===== src/rtl/ball_game_sequencer.sv =====
// ball_game_sequencer: attract/serve/play/lost/cleared/over sequencer for the brick-and-paddle game.
// Define LEVEL_PROGRESSION_EN to enable the level counter and the per-level serve shortening.
module ball_game_sequencer #(
    parameter int START_LIVES  = 3,
    parameter int NUM_BRICKS   = 128,
    parameter int SERVE_FRAMES = 60,
    parameter int LOST_FRAMES  = 90,
    parameter int CLEAR_FRAMES = 120
) (
    input  logic       clk,
    input  logic       reset,
    input  logic       vsync,
    input  logic       start,
    input  logic       ball_out,
    input  logic       brick_hit,
    output logic       ball_hold,
    output logic       ball_enable,
    output logic       clear_bricks,
    output logic       declives,
    output logic [3:0] lives,
    output logic       game_over,
    output logic [2:0] state,
    output logic [2:0] level
);
    typedef enum logic [2:0] {IDLE, SERVE, PLAY, LOST, CLEARED, OVER} state_t;

    state_t     st, nxt;
    logic       vs_q, start_q, frame_tick, start_edge;
    logic [7:0] frame_cnt, bricks_left, wait_n, serve_n;
    logic       wait_done, start_game, hit, cleared, lose, restore;

    assign state = st;

`ifdef LEVEL_PROGRESSION_EN
    int serve_raw;
    assign serve_raw = SERVE_FRAMES - 8 * int'(level);
    assign serve_n   = serve_raw < 1 ? 8'd1 : 8'(serve_raw);
    always_ff @(posedge clk or negedge reset) begin
        if (!reset)
            level <= 3'd0;
        else
            level <= start_game ? 3'd0 : restore ? level + 3'd1 : level;
    end
`else
    assign serve_n = 8'(SERVE_FRAMES);
    assign level   = 3'd0;
`endif

    always_comb begin
        wait_n     = st == SERVE ? serve_n : st == LOST ? 8'(LOST_FRAMES) : 8'(CLEAR_FRAMES);
        wait_done  = frame_tick && frame_cnt == wait_n - 8'd1;
        start_game = start_edge && (st == IDLE || st == OVER);
        hit        = st == PLAY && brick_hit;
        cleared    = hit && bricks_left == 8'd1;
        lose       = st == PLAY && ball_out && !cleared;
        restore    = st == CLEARED && wait_done;
        nxt        = st;
        case (st)
            IDLE, OVER: nxt = start_edge ? SERVE : st;
            SERVE:      nxt = wait_done ? PLAY : st;
            PLAY:       nxt = cleared ? CLEARED : lose ? LOST : st;
            LOST:       nxt = wait_done ? (lives == 4'd0 ? OVER : SERVE) : st;
            CLEARED:    nxt = wait_done ? SERVE : st;
            default:    nxt = IDLE;
        endcase
    end

    // start_q resets high so a start held through reset produces no edge
    always_ff @(posedge clk or negedge reset) begin
        if (!reset) begin
            st           <= IDLE;
            vs_q         <= 1'b0;
            start_q      <= 1'b1;
            frame_tick   <= 1'b0;
            start_edge   <= 1'b0;
            frame_cnt    <= 8'd0;
            bricks_left  <= 8'd0;
            lives        <= 4'd0;
            ball_hold    <= 1'b1;
            ball_enable  <= 1'b0;
            clear_bricks <= 1'b0;
            declives     <= 1'b0;
            game_over    <= 1'b0;
        end else begin
            vs_q         <= vsync;
            frame_tick   <= vsync && !vs_q;
            start_q      <= start;
            start_edge   <= start && !start_q;
            st           <= nxt;
            frame_cnt    <= nxt != st ? 8'd0 : frame_tick ? frame_cnt + 8'd1 : frame_cnt;
            ball_hold    <= nxt != PLAY;
            ball_enable  <= nxt == PLAY;
            game_over    <= nxt == OVER;
            clear_bricks <= start_game || restore;
            declives     <= lose;
            lives        <= start_game ? 4'(START_LIVES) : (lose && lives != 4'd0) ? lives - 4'd1 : lives;
            bricks_left  <= (start_game || restore) ? 8'(NUM_BRICKS) :
                            (hit && bricks_left != 8'd0) ? bricks_left - 8'd1 : bricks_left;
        end
    end
endmodule


===== config.mk =====
export PLATFORM = sky130hd
export DESIGN_NAME = ball_game_sequencer
export DESIGN_NICKNAME = d
export VERILOG_FILES = /design/src/rtl/ball_game_sequencer.sv
export SDC_FILE = /design/constraint.sdc
export NUM_CORES = 1
export LEC_CHECK = 0
export ABC_CLOCK_PERIOD_IN_PS = 2050
export CAP_MARGIN = 20
export CORE_ASPECT_RATIO = 1.25
export CORE_UTILIZATION = 35
export CTS_BUF_LIST = sky130_fd_sc_hd__clkbuf_2
export DETAILED_ROUTE_END_ITERATION = 8
export HOLD_SLACK_MARGIN = 0.06
export PLACE_DENSITY = 0.65
export SYNTH_ARGS = -nofsm -noshare
export SYNTH_HDL_FRONTEND = slang
export SYNTH_SLANG_ARGS = --single-unit
export TNS_END_PERCENT = 10

===== constraint.sdc =====
create_clock -name clk -period 2.05 [get_ports clk]
set_clock_uncertainty 0.2 [all_clocks]
set_input_delay 0.3075 -clock clk [delete_from_list [all_inputs] [get_ports clk]]
set_output_delay 0.3075 -clock clk [all_outputs]
set_load 0.02 [all_outputs]

; Word level (Yosys, flattened, before mapping)
; Cells that the tools add are included.
[totals]
ff_bits = 32
latch_bits = 0
mem_bits_rw = 0
rom_bits = 0
in_bits = 6
out_inout_bits = 15
mem_count = 0
[op_classes]
add_sub_neg = 4
multipliers = 0
n_div = 0
n_lt_le_gt_ge = 0
n_eq_ne = 11
shift = 0
n_mux = 16
bitwise = 0
n_reduce_logical = 24
[ops]
columns = op, count
row1 = 2-to-1 mux 8 bit, 4
row2 = 2-to-1 mux 3 bit, 7
row3 = case mux 3 bit (5 select lines), 1
row4 = logical AND 1 bit, 11
row5 = equality test 3 x 2 -> 1 bit (second input constant), 3
row6 = equality test 3 bit (second input constant), 3
row7 = adder 8 x 1 -> 8 bit (second input constant), 1
row8 = equality test 8 x 1 -> 1 bit (second input constant), 1
row9 = equality test 8 bit, 1
row10 = 2-to-1 mux 4 bit, 2
row11 = nonzero test 8 bit, 1
row12 = subtractor 7 x 1 -> 8 bit (second input constant), 1
row13 = subtractor 8 x 1 -> 8 bit (second input constant), 1
row14 = 2-to-1 mux 7 bit, 1
row15 = 2-to-1 mux 6 bit, 1
row16 = nonzero test 2 bit, 3
row17 = logical NOT 4 bit, 1
row18 = nonzero test 4 bit, 1
row19 = subtractor 4 x 1 -> 4 bit (second input constant), 1
row20 = equality test 3 x 1 -> 1 bit (second input constant), 1
row21 = logical NOT 1 bit, 3
row22 = logical NOT 3 bit, 1
row23 = inequality test 3 x 2 -> 1 bit (second input constant), 1
row24 = inequality test 3 bit, 1
row25 = other kinds (2), 3

; Longest topological paths before layout
; Gate-level depths: netlist (run 1).
[depth]
word_depth = 10
depth_mapped = 8
depth_no_buf = 7

; Least setup slack after synthesis (run 1)
; No wires, ideal clock.
[synth_path]
path_type = flip-flop to flip-flop
start = reg st[0] (netlist: state[0])
end = reg frame_cnt[0]
setup_time_ns = 0.129
arrival_ns = 1.901
required_ns = 1.721
setup_slack_ns = -0.180
path_stages_with_launch = 7
synth_period_minus_slack_ns = 2.230
path_cell_list = dfrtp_1 -> buf_2 -> nand3b_1 -> or3b_2 -> a2111o_1 -> nand4_1 -> nor2_1
[synth_via]
elab_chain_cells = 10
[synth_rtl]
columns = element, line_no
row1 = "start, declared", 27  ; state_t st, nxt;
row2 = "start signal, assigned", 89  ; st <= nxt;
row3 = equality test 3 x 2 -> 1 bit (on tied branches), --
row4 = 2-to-1 mux 6 bit or logical AND 1 bit (tied branches), "50, 53"
row5 = 2-to-1 mux 7 bit or logical AND 1 bit (tied branches), "50, 54"
row6 = subtractor 7 x 1 -> 8 bit or logical NOT 1 bit (tied branches), "51, 55"
row7 = equality test 8 bit or logical AND 1 bit (tied branches), "51, 55"
row8 = logical AND 1 bit or 2-to-1 mux 3 bit (tied branches), "51, 61"
row9 = 2-to-1 mux 3 bit (on tied branches), --
row10 = case mux 3 bit (5 select lines), 58  ; case (st)
row11 = inequality test 3 bit *, 90  ; frame_cnt <= nxt != st ? 8'd0 : frame_tick ? frame_cnt + 8'd1 : frame_cnt;
row12 = 2-to-1 mux 8 bit or nonzero test 2 bit (tied branches), --
row13 = "end signal, assigned", 90
row14 = "end, declared", 29  ; logic [7:0] frame_cnt, bricks_left, wait_n, serve_n;
; Every way passes the cells marked *; elsewhere a longest branch is shown, timed or not.
; A chain may end at the register's enable or synchronous reset.

; Worst setup path in the final report (run 1)
[layout_path]
start = reg frame_cnt[6]
end = reg st[0] (netlist: state[0])
[layout_via]
elab_chain_cells = 4
[layout_rtl]
columns = element, line_no
row1 = equality test 8 bit *, 51  ; wait_done = frame_tick && frame_cnt == wait_n - 8'd1;
row2 = logical AND 1 bit *, 51
row3 = 2-to-1 mux 3 bit (on tied branches), "63, 60, 62"
row4 = case mux 3 bit (5 select lines) *, 58
row5 = net nxt[0], 27
; The timed path passes the listed nets; every way through them passes the cells marked *.

==> results of run 1 <==
-- cell usage after synthesis, drive strengths merged (3+ instances only) --
| library cell | n |
|---|---|
| xor2 | 11 |
| inv | 6 |
| nor2 | 20 |
| nand2b | 3 |
| and3 | 3 |
| dfrtp | 30 |
| nand3 | 9 |
| nor3b | 4 |
| nand4 | 6 |
| ha | 6 |
| nand2 | 11 |
| or3b | 3 |
| o21ai | 3 |
| xnor2 | 5 |
| nand3b | 3 |
| clkbuf | 4 |
| buf | 7 |
| nor2b | 7 |
-- power groups by stage --
stage,Combinational [uW],Clock (uW),Sequential [uW]
after detailed placement,384,0,801
final,381,295,790
after global routing,419,335,806
after global placement,376,0,799
after CTS,385,313,788
after floorplan,203,0,824
-- worst register-to-register path: stages (launching register included) --
cell       delay, ps
dfrtp_1          420
or3b_1           350
a21o_1           190
a2111oi_4        410
buf_4            180
mux2i_1          170
nand3_1           90
-- cell families after synthesis --
group | after synthesis
AOI/OAI and AO/OA | 22
other | 1
adders and majority gates | 6
xor gates and xnor gates | 16
buffers and inverters | 17
muxes | 2
and+or+nand+nor | 82
DFF | 32
-- registers in the layout, summed over array words and instances, names as in the netlist --
name	flops
start_edge	1
frame_tick	1
declives	1
ball_enable	1
state	3
clear_bricks	1
frame_cnt	8
game_over	1
lives	4
vs_q	1
bricks_left	8
start_q	1
ball_hold	1
-- worst paths after layout --
path / to / slack, ps / cells after the start
min in group clk: start_q / 160 / 1
hold reg to reg: frame_tick / 210 / 1
setup / recovery: state[0] / -80 / 6
hold / removal: bricks_left[5] / 90 / 2
setup reg to reg: state[0] / -80 / 6
max in group asynchronous: ball_hold / 1190 / 2
-- routing by layer --
layer | vias up | wire, um | part of all wire (%)
met3 | 9 | 108 | 3.0
met4 | 0 | 91 | 2.5
met2 | 24 | 1840 | 51
met1 | 692 | 1600 | 44
met5 | - | 0 | 0
li1 | 720 | - | -
-- layout make-up --
class | instances | area (um^2)
clock buffers | 6 | 30.0
clock inverters | 2 | 7.51
fillers | 459 | 2510
inverters | 6 | 22.5
multi-input cells | 131 | 948
flip-flops and latches | 32 | 807
well taps | 60 | 75.1
repair buffers | 51 | 430
-- stage by stage --
step                total power (uW)  hold WS [ps]  worst slack, ps  utilization, %
finish                          1470          91.8            -80.3            48.0
global route                    1560           118             -164            48.0
CTS                             1490          81.3            -95.0            46.6
detailed placement              1180           192             -130            45.5
global placement                1170           183            -89.3            45.5
floorplan                       1030          -188            -60.3               -
-- repair_timing --
action | 4_1_cts | 5_1_grt
endpoints found under the setup margin | 22 | 26
hold buffers | 0 | 0
buffers inserted | 1 | 3
resized for setup | 4 | 11
pin swaps | 1 | 4
==> run_results.csv, run 1 <==
group,metric,value,unit
cells_and_area,area_growth,29.6,%
grt,antenna_found_initial,0,
sta,setup_violations,17,
clock_network,cts_tree,"yes",
yosys,synth_xor_area_share,7.83,%
critical_path,path_cells,"or3b_1 -> a21o_1 -> a2111oi_4 -> buf_4 -> mux2i_1 -> nand3_1",
sta,fin_tns_setup,-634,ps
critical_path,crit_buf_inv,1,
route,wl_per_cell,12.6,um
sta,min_period_over_period,104,%
grt,grt_max_degree,33,
power_and_ir_drop,swShare,33.0,%
power_and_ir_drop,p_leak,0.00106,uW
clock_network,clockBufferDepth,2,
yosys,postSynthAreaPerCell,10.1,um^2
cells_and_area,final_cells,288,
cells_and_area,num_antenna_cells,0,
critical_path,slowest_stage,"dfrtp_1",
grt,gr-usage-met1,17.0,%
status,violations,"setup timing",
grt,busiest_layer,"met2",
route,wirelength,3.64,mm
critical_path,required,2100,ps
critical_path,slowest_delay,420,ps
yosys,synthAdderAreaFrac,4.19,%
clock_network,clkLatencyLatePin,380,ps
power_and_ir_drop,vdd_drop_max,0.344,mV
yosys,synth_cells,178,
floorplan,dieHeight,82.0,um
yosys,synth_compound_area_share,10.3,%
grt,grt_util_all_layers,15.1,%
critical_path,cp-end-kind,"flop",
clock_network,cts_inserted_buffers,5,
power_and_ir_drop,power_density,632,nW/um^2
power_and_ir_drop,seq_power_share,53.9,%
critical_path,crit_family,"compound AO/OA/AOI/OAI gates",
route,drc,0,
critical_path,setup.worst_path.start,"frame_cnt[6]",
yosys,ys_types,47,
hold_path,hp-class,"primary input to async pin",
power_and_ir_drop,p_clk_share,20.1,%
floorplan,die_width,66.0,um
yosys,synth_edf_count,0,
cells_and_area,stdcell_area,2320,um^2
critical_path,cp_data_arrival_time,2180,ps
yosys,synth_top_cell_area_share,41.9,%
clock_network,htree_levels,2,
place,numPlacedInstances,276,
critical_path,crit_fanout,5,
route,drt_iter0_markers,33,
yosys,synth_warnings,0,
floorplan,die_area,5410,um^2
cells_and_area,most-common-layout-cells,"buf_4, dfrtp_1, nor2_1, clkdlybuf4s50_1, xor2_1",
grt,overflow,0,
sta,grt_setup_unrepaired,"true",
yosys,synthMuxAreaShare,1.12,%
route,vias,1445,
route,vias_per_cell,5.02,
yosys,ys_seq_area_share,44.9,%
grt,grt_use_met2,26.5,%
cells_and_area,drive_above_1_share,27.2,%
yosys,synth_top_family_by_area,"simple AND/OR/NAND/NOR gates",
job,drv_cap,0,
critical_path,r2r_start,"frame_cnt[6]",
route,drt_first_pass_iters,4,
grt,met3_usage,3.33,%
clock_network,cts_sinks,32,
clock_network,cts_root_buffer,"clkbuf_2",
floorplan,start_util,37.0,%
sta,fmax,469,MHz
cells_and_area,final_common_cell,"buf_4",
status,status,"finished with violations",
floorplan,io_pins,21,
clock_network,clk_pin_slew,190,ps
power_and_ir_drop,intPower,983,uW
yosys,synth.largest_area_cell,"dfrtp_1",
critical_path,cp-start-kind,"flop",
yosys,synth_seq_cells,32,
power_and_ir_drop,p_comb_share,26.0,%
yosys,synthFlopType,"dfrtp_1",
place,io_buffers,17,
power_and_ir_drop,switchingPower,484,uW
sta,period_minus_slack,2130,ps
place,gp_congestion,0.811,
yosys,syn_area,1790,um^2
floorplan,placementRows,28,
yosys,yosys-top-cells-area,"dfrtp_1, xor2_1, ha_1",
yosys,synth-simple-area-share,26.1,%
grt,grt_pass1_vias,1407,
critical_path,critPathKind,"flop to flop",
sta,setup_ws,-80.3,ps
place,placed_area,2200,um^2
yosys,synthArstFlopShare,100,%
cells_and_area,finalNetCount,239,
place,dp_hpwl,2.63,mm
sta,hold_viol_final,0,
route,drtAntennaViolNets,0,
floorplan,coreArea,4830,um^2
sta,drv_slew,0,
grt,grt_pass1_wl,6.13,mm
(Power assumes the default switching activity.)
==> run 2: changes to the inputs <==
--- a/config.mk
+++ b/config.mk
@@ -8,11 +8,12 @@
 export ABC_CLOCK_PERIOD_IN_PS = 2050
 export CAP_MARGIN = 20
 export CORE_ASPECT_RATIO = 1.25
-export CORE_UTILIZATION = 35
+export CORE_UTILIZATION = 52
 export CTS_BUF_LIST = sky130_fd_sc_hd__clkbuf_2
+export CTS_CLUSTER_DIAMETER = 200
 export DETAILED_ROUTE_END_ITERATION = 8
 export HOLD_SLACK_MARGIN = 0.06
-export PLACE_DENSITY = 0.65
+export PLACE_DENSITY = 0.87
 export SYNTH_ARGS = -nofsm -noshare
 export SYNTH_HDL_FRONTEND = slang
 export SYNTH_SLANG_ARGS = --single-unit
==> run 2 against run 1 <==
Net effect:
- the flow still finishes with violations (setup timing)
- via count up 1.6%
- hold slack improved by 0.71 ps
- final cell count fell by 10%
- worst setup slack got worse by 71 ps
- cell area down 3.3%
- combinational power rose by 2%
- critical path type unchanged
- highest routed layer unchanged
==> run_results.csv, run 2 (synthesized netlist as in run 1, its figures left out) <==
group,metric,value,unit
status,status,"finished with violations",
status,violations,"setup timing",
clock_network,clk_pin_slew,170,ps
clock_network,cts_tree,"yes",
power_and_ir_drop,power_density,667,nW/um^2
route,drt_iter0_markers,54,
power_and_ir_drop,vdd_drop_max,0.583,mV
critical_path,cp_data_arrival_time,2270,ps
place,gp_congestion,0.922,
clock_network,clkLatencyLatePin,380,ps
route,vias_per_cell,5.67,
floorplan,coreArea,3250,um^2
sta,fin_tns_setup,-1720,ps
sta,drv_slew,0,
clock_network,cts_sinks,32,
cells_and_area,num-fill-cells,246,
job,drv_cap,0,
cells_and_area,final_cells,259,
floorplan,die_width,54.5,um
grt,antenna_found_initial,0,
critical_path,required,2120,ps
cells_and_area,final_common_cell,"buf_4",
power_and_ir_drop,p_leak,0.00103,uW
clock_network,cts_setup_buffers,0,
floorplan,start_util,55.1,%
critical_path,critPathKind,"flop to flop",
hold_path,hp-class,"primary input to async pin",
sta,hold_viol_final,0,
clock_network,cts_root_buffer,"clkbuf_2",
route,drtAntennaViolNets,0,
critical_path,cp-end-kind,"flop",
cells_and_area,finalNetCount,233,
power_and_ir_drop,fin_total_pwr,1500,uW
critical_path,cp-start-kind,"flop",
place,dp_hpwl,2.98,mm
floorplan,io_pins,21,
route,drc,0,
cells_and_area,area_growth,25.3,%
cells_and_area,fin_util,69.0,%
grt,grt_pass1_vias,1583,
sta,setup_violations,22,
grt,met3_usage,7.21,%
grt,gr-usage-met1,25.9,%
grt,grt_util_all_layers,26.2,%
route,wl_per_cell,15.5,um
place,dp_slack,-133,ps
cells_and_area,most-common-layout-cells,"buf_4, dfrtp_1, nor2_1, clkdlybuf4s50_1, xor2_1",
route,wirelength,4.02,mm
sta,grt_setup_unrepaired,"true",
floorplan,die_area,3680,um^2
cells_and_area,largestRegisters,"bricks_left: 8 flops, frame_cnt: 8 flops, lives: 4 flops",
route,drt_first_pass_iters,4,
critical_path,worstReg2RegEnd,"state[2]",
floorplan,placementRows,23,
sta,period_minus_slack,2200,ps
sta,fmax,454,MHz
grt,grt_use_met2,47.6,%
critical_path,r2r_cells,5,
sta,setup_ws,-152,ps
place,io_buffers,17,
clock_network,cts_inserted_buffers,5,
place,numPlacedInstances,251,
route,vias,1468,
critical_path,r2r_start,"state[1]",
cells_and_area,num_antenna_cells,0,
cells_and_area,drive_above_1_share,24.3,%
clock_network,clockBufferDepth,2,
critical_path,rrSetupSlack,-150,ps
clock_network,htree_levels,2,
grt,busiest_layer,"met2",
sta,min_period_over_period,107,%
critical_path,crit_fanout,5,
floorplan,dieHeight,67.6,um
grt,overflow,0,
grt,grt_max_degree,33,
grt,grt_pass1_wl,6.73,mm
run 2: timing repair:
action | in CTS | in global routing
hold endpoints to repair | 0 | 0
resized for setup | 6 | 7
endpoints found under the setup margin | 25 | 27
hold buffers | 0 | 0
pin swaps | 0 | 2
run 2: worst max-delay path by stage:
stage | endpoint | cells past startpoint | slack, ps | start
after detailed placement | frame_cnt[6] | 7 | -130 | brick_hit
after CTS | state[2] | 5 | -110 | state[1]
final | state[2] | 5 | -150 | state[1]
after global routing | bricks_left[2] | 5 | -250 | state[1]
after floorplan | bricks_left[5] | 6 | -60 | bricks_left[2]
after global placement | ball_hold | 5 | -70 | state[1]
run 2: report_power, final:
part / switching (uW) / total, uW / leakage [uW] / internal, uW
logic: 205 / 388 / 0.000593 / 183
registers: 87.2 / 803 / 0.000403 / 716
clock network: 214 / 305 / 0.0000306 / 91.3
run 2: stage by stage:
stage / hold slack (ps) / instance area [um^2]
floorplan: -188 / 1810
global placement: 185 / 2160
detailed placement: 191 / 2160
CTS: 104 / 2220
global route: 127 / 2240
finish: 92.5 / 2240
run 2: final cells by class:
cell class | count | area, um^2 | area share (%)
tap | 37 | 46.3 | 2.06
sequential | 32 | 807 | 36.0
inverter | 6 | 22.5 | 1.00
clock buffer | 7 | 35.0 | 1.56
clock inverter | 1 | 3.75 | 0.167
timing repair buffer | 45 | 379 | 16.9
multi-input combinational | 131 | 950 | 42.3
run 2: routing by layer:
| layer | share of wire [%] | vias up |
|---|---|---|
| li1 | - | 707 |
| met1 | 36 | 714 |
| met2 | 58 | 34 |
| met3 | 3.3 | 13 |
| met4 | 2.5 | 0 |
| met5 | 0 | - |
run 2: worst max-delay path, cell delays in order, from the launching register on:
cell,delay (ps)
dfrtp_2,440
or3b_1,370
a21o_1,200
a2111oi_4,450
nor3b_1,100
a311o_1,330
==> run 3: changes to the inputs <==
--- a/config.mk
+++ b/config.mk
@@ -12,8 +12,8 @@
 export CTS_BUF_LIST = sky130_fd_sc_hd__clkbuf_2
 export CTS_CLUSTER_DIAMETER = 200
 export DETAILED_ROUTE_END_ITERATION = 8
-export HOLD_SLACK_MARGIN = 0.06
 export PLACE_DENSITY = 0.87
+export RECOVER_POWER = 50
 export SYNTH_ARGS = -nofsm -noshare
 export SYNTH_HDL_FRONTEND = slang
 export SYNTH_SLANG_ARGS = --single-unit
==> run 3 against run 2 <==
Net effect:
- the flow still finishes with violations (setup timing)
- flip-flop and latch count unchanged
- global-route usage unchanged
- register-to-register slack about the same
- first-iteration DRC count unchanged
- clock-buffer cell count unchanged
- final cell count unchanged
- combinational power about the same
- die area unchanged
- clock power about the same
- critical path type unchanged
==> run_results.csv, run 3 (synthesized netlist as in run 1, its figures left out) <==
group,metric,value,unit
floorplan,io_pins,21,
power_and_ir_drop,p_leak,0.00103,uW
sta,hold_viol_final,0,
cells_and_area,num_antenna_cells,0,
route,vias,1470,
sta,max_slew_margin,47.2,%
critical_path,path_cells,"or3b_1 -> a21o_1 -> a2111oi_4 -> nor3b_1 -> a311o_1",
cells_and_area,largestRegisters,"bricks_left: 8 flops, frame_cnt: 8 flops, lives: 4 flops",
power_and_ir_drop,swShare,33.8,%
grt,antenna_found_initial,0,
route,drtAntennaViolNets,0,
critical_path,crit_fanout,5,
place,numPlacedInstances,251,
critical_path,cp_data_arrival_time,2270,ps
route,drt_first_pass_iters,4,
sta,period_minus_slack,2210,ps
sta,drv_slew,0,
sta,fmax,453,MHz
critical_path,slowest_delay,450,ps
status,violations,"setup timing",
floorplan,start_util,55.1,%
clock_network,cts_inserted_buffers,5,
floorplan,placementRows,23,
place,io_buffers,17,
critical_path,critPathKind,"flop to flop",
clock_network,htree_levels,2,
grt,grt_util_all_layers,26.2,%
critical_path,slowest_stage,"a2111oi_4",
status,status,"finished with violations",
route,drt_iter0_markers,54,
place,gp_congestion,0.922,
clock_network,cts_root_buffer,"clkbuf_2",
job,drv_cap,0,
grt,overflow,0,
place,dp_hpwl,2.98,mm
clock_network,clockBufferDepth,2,
clock_network,clkLatencyLatePin,380,ps
cells_and_area,drive_above_1_share,24.3,%
power_and_ir_drop,switchingPower,505,uW
sta,grt_setup_unrepaired,"true",
route,vias_per_cell,5.68,
floorplan,die_area,3680,um^2
sta,min_period_over_period,108,%
critical_path,cp-start-kind,"flop",
clock_network,cts_setup_buffers,0,
floorplan,coreArea,3250,um^2
clock_network,cts_tree,"yes",
grt,grt_pass1_vias,1583,
clock_network,cts_sinks,32,
clock_network,clk_pin_slew,170,ps
floorplan,die_width,54.5,um
cells_and_area,num-fill-cells,247,
cells_and_area,finalNetCount,233,
cells_and_area,most-common-layout-cells,"dfrtp_1, buf_4, nor2_1, xor2_1",
hold_path,hp-class,"flop to flop",
floorplan,dieHeight,67.6,um
sta,setup_ws,-155,ps
power_and_ir_drop,intPower,989,uW
power_and_ir_drop,power_density,667,nW/um^2
sta,setup_violations,22,
grt,grt_pass1_wl,6.73,mm
cells_and_area,final_cells,259,
route,wl_per_cell,15.5,um
sta,worst_slew_pin_slew,792,ps
route,wirelength,4.01,mm
sta,whs,208,ps
grt,grt_max_degree,33,
route,drc,0,
cells_and_area,area_growth,25.2,%
critical_path,cp-end-kind,"flop",
power_and_ir_drop,vdd_drop_max,0.583,mV
power_and_ir_drop,seq_power_share,53.8,%
critical_path,required,2120,ps
power_and_ir_drop,p_comb_share,25.8,%
power_and_ir_drop,p_clk_share,20.4,%
[run 3: what timing repair did]
action,in CTS,in global routing
gates resized for setup,6,7
pin swaps,0,2
hold buffers,0,0
endpoints found under the setup margin,25,27
[run 3: critical path, delay by kind of cell (launching register included)]
family,cells,cell delay [ps]
compound gates,3,980
flops,1,440
simple gates,2,470
[run 3: path summary, 6_finish.rpt]
check                      startpoint      endpoint  slack (ps)  cells after the start
hold reg to reg                  vs_q    frame_tick         210                      1
min in group asynchronous       reset  frame_cnt[2]         310                      2
setup / recovery             state[1]      state[2]        -160                      5
hold / removal                   vs_q    frame_tick         210                      1
max in group asynchronous       reset      state[2]         790                      2
setup reg to reg             state[1]      state[2]        -160                      5
[run 3: final cells by class]
class                      count  area, um^2  area share, %
tap                           37        46.3           2.07
inverter                       6        22.5           1.01
timing repair buffer          45         377           16.8
multi-input combinational    131         950           42.4
sequential                    32         807           36.0
clock inverter                 1        3.75          0.168
clock buffer                   7        35.0           1.56
[run 3: routing by layer]
layer | track usage, % | vias up | wire, um
li1 | - | 707 | -
met1 | 25.9 | 716 | 1450
met2 | 47.6 | 34 | 2330
met3 | 7.21 | 13 | 133
met4 | 14.1 | 0 | 100
met5 | 0 | - | 0
[run 3: metrics by stage]
stage               instance area, um^2  utilization [%]  power, uW  worst slack, ps  setup TNS [ps]
finish                             2240             68.9       1490             -155           -1770
global route                       2240             68.9       1580             -248           -3910
CTS                                2220             68.2       1500             -107            -957
detailed placement                 2160             66.4       1200             -133           -1780
global placement                   2160             66.4       1170            -68.3           -1170
floorplan                          1810                -       1030            -60.3            -402
[run 3: power groups by stage]
stage	logic (uW)	registers (uW)	clock network, uW
final	386	803	305
after floorplan	203	824	0
after detailed placement	383	812	0
after CTS	387	801	307
after global routing	425	813	341
after global placement	364	801	0
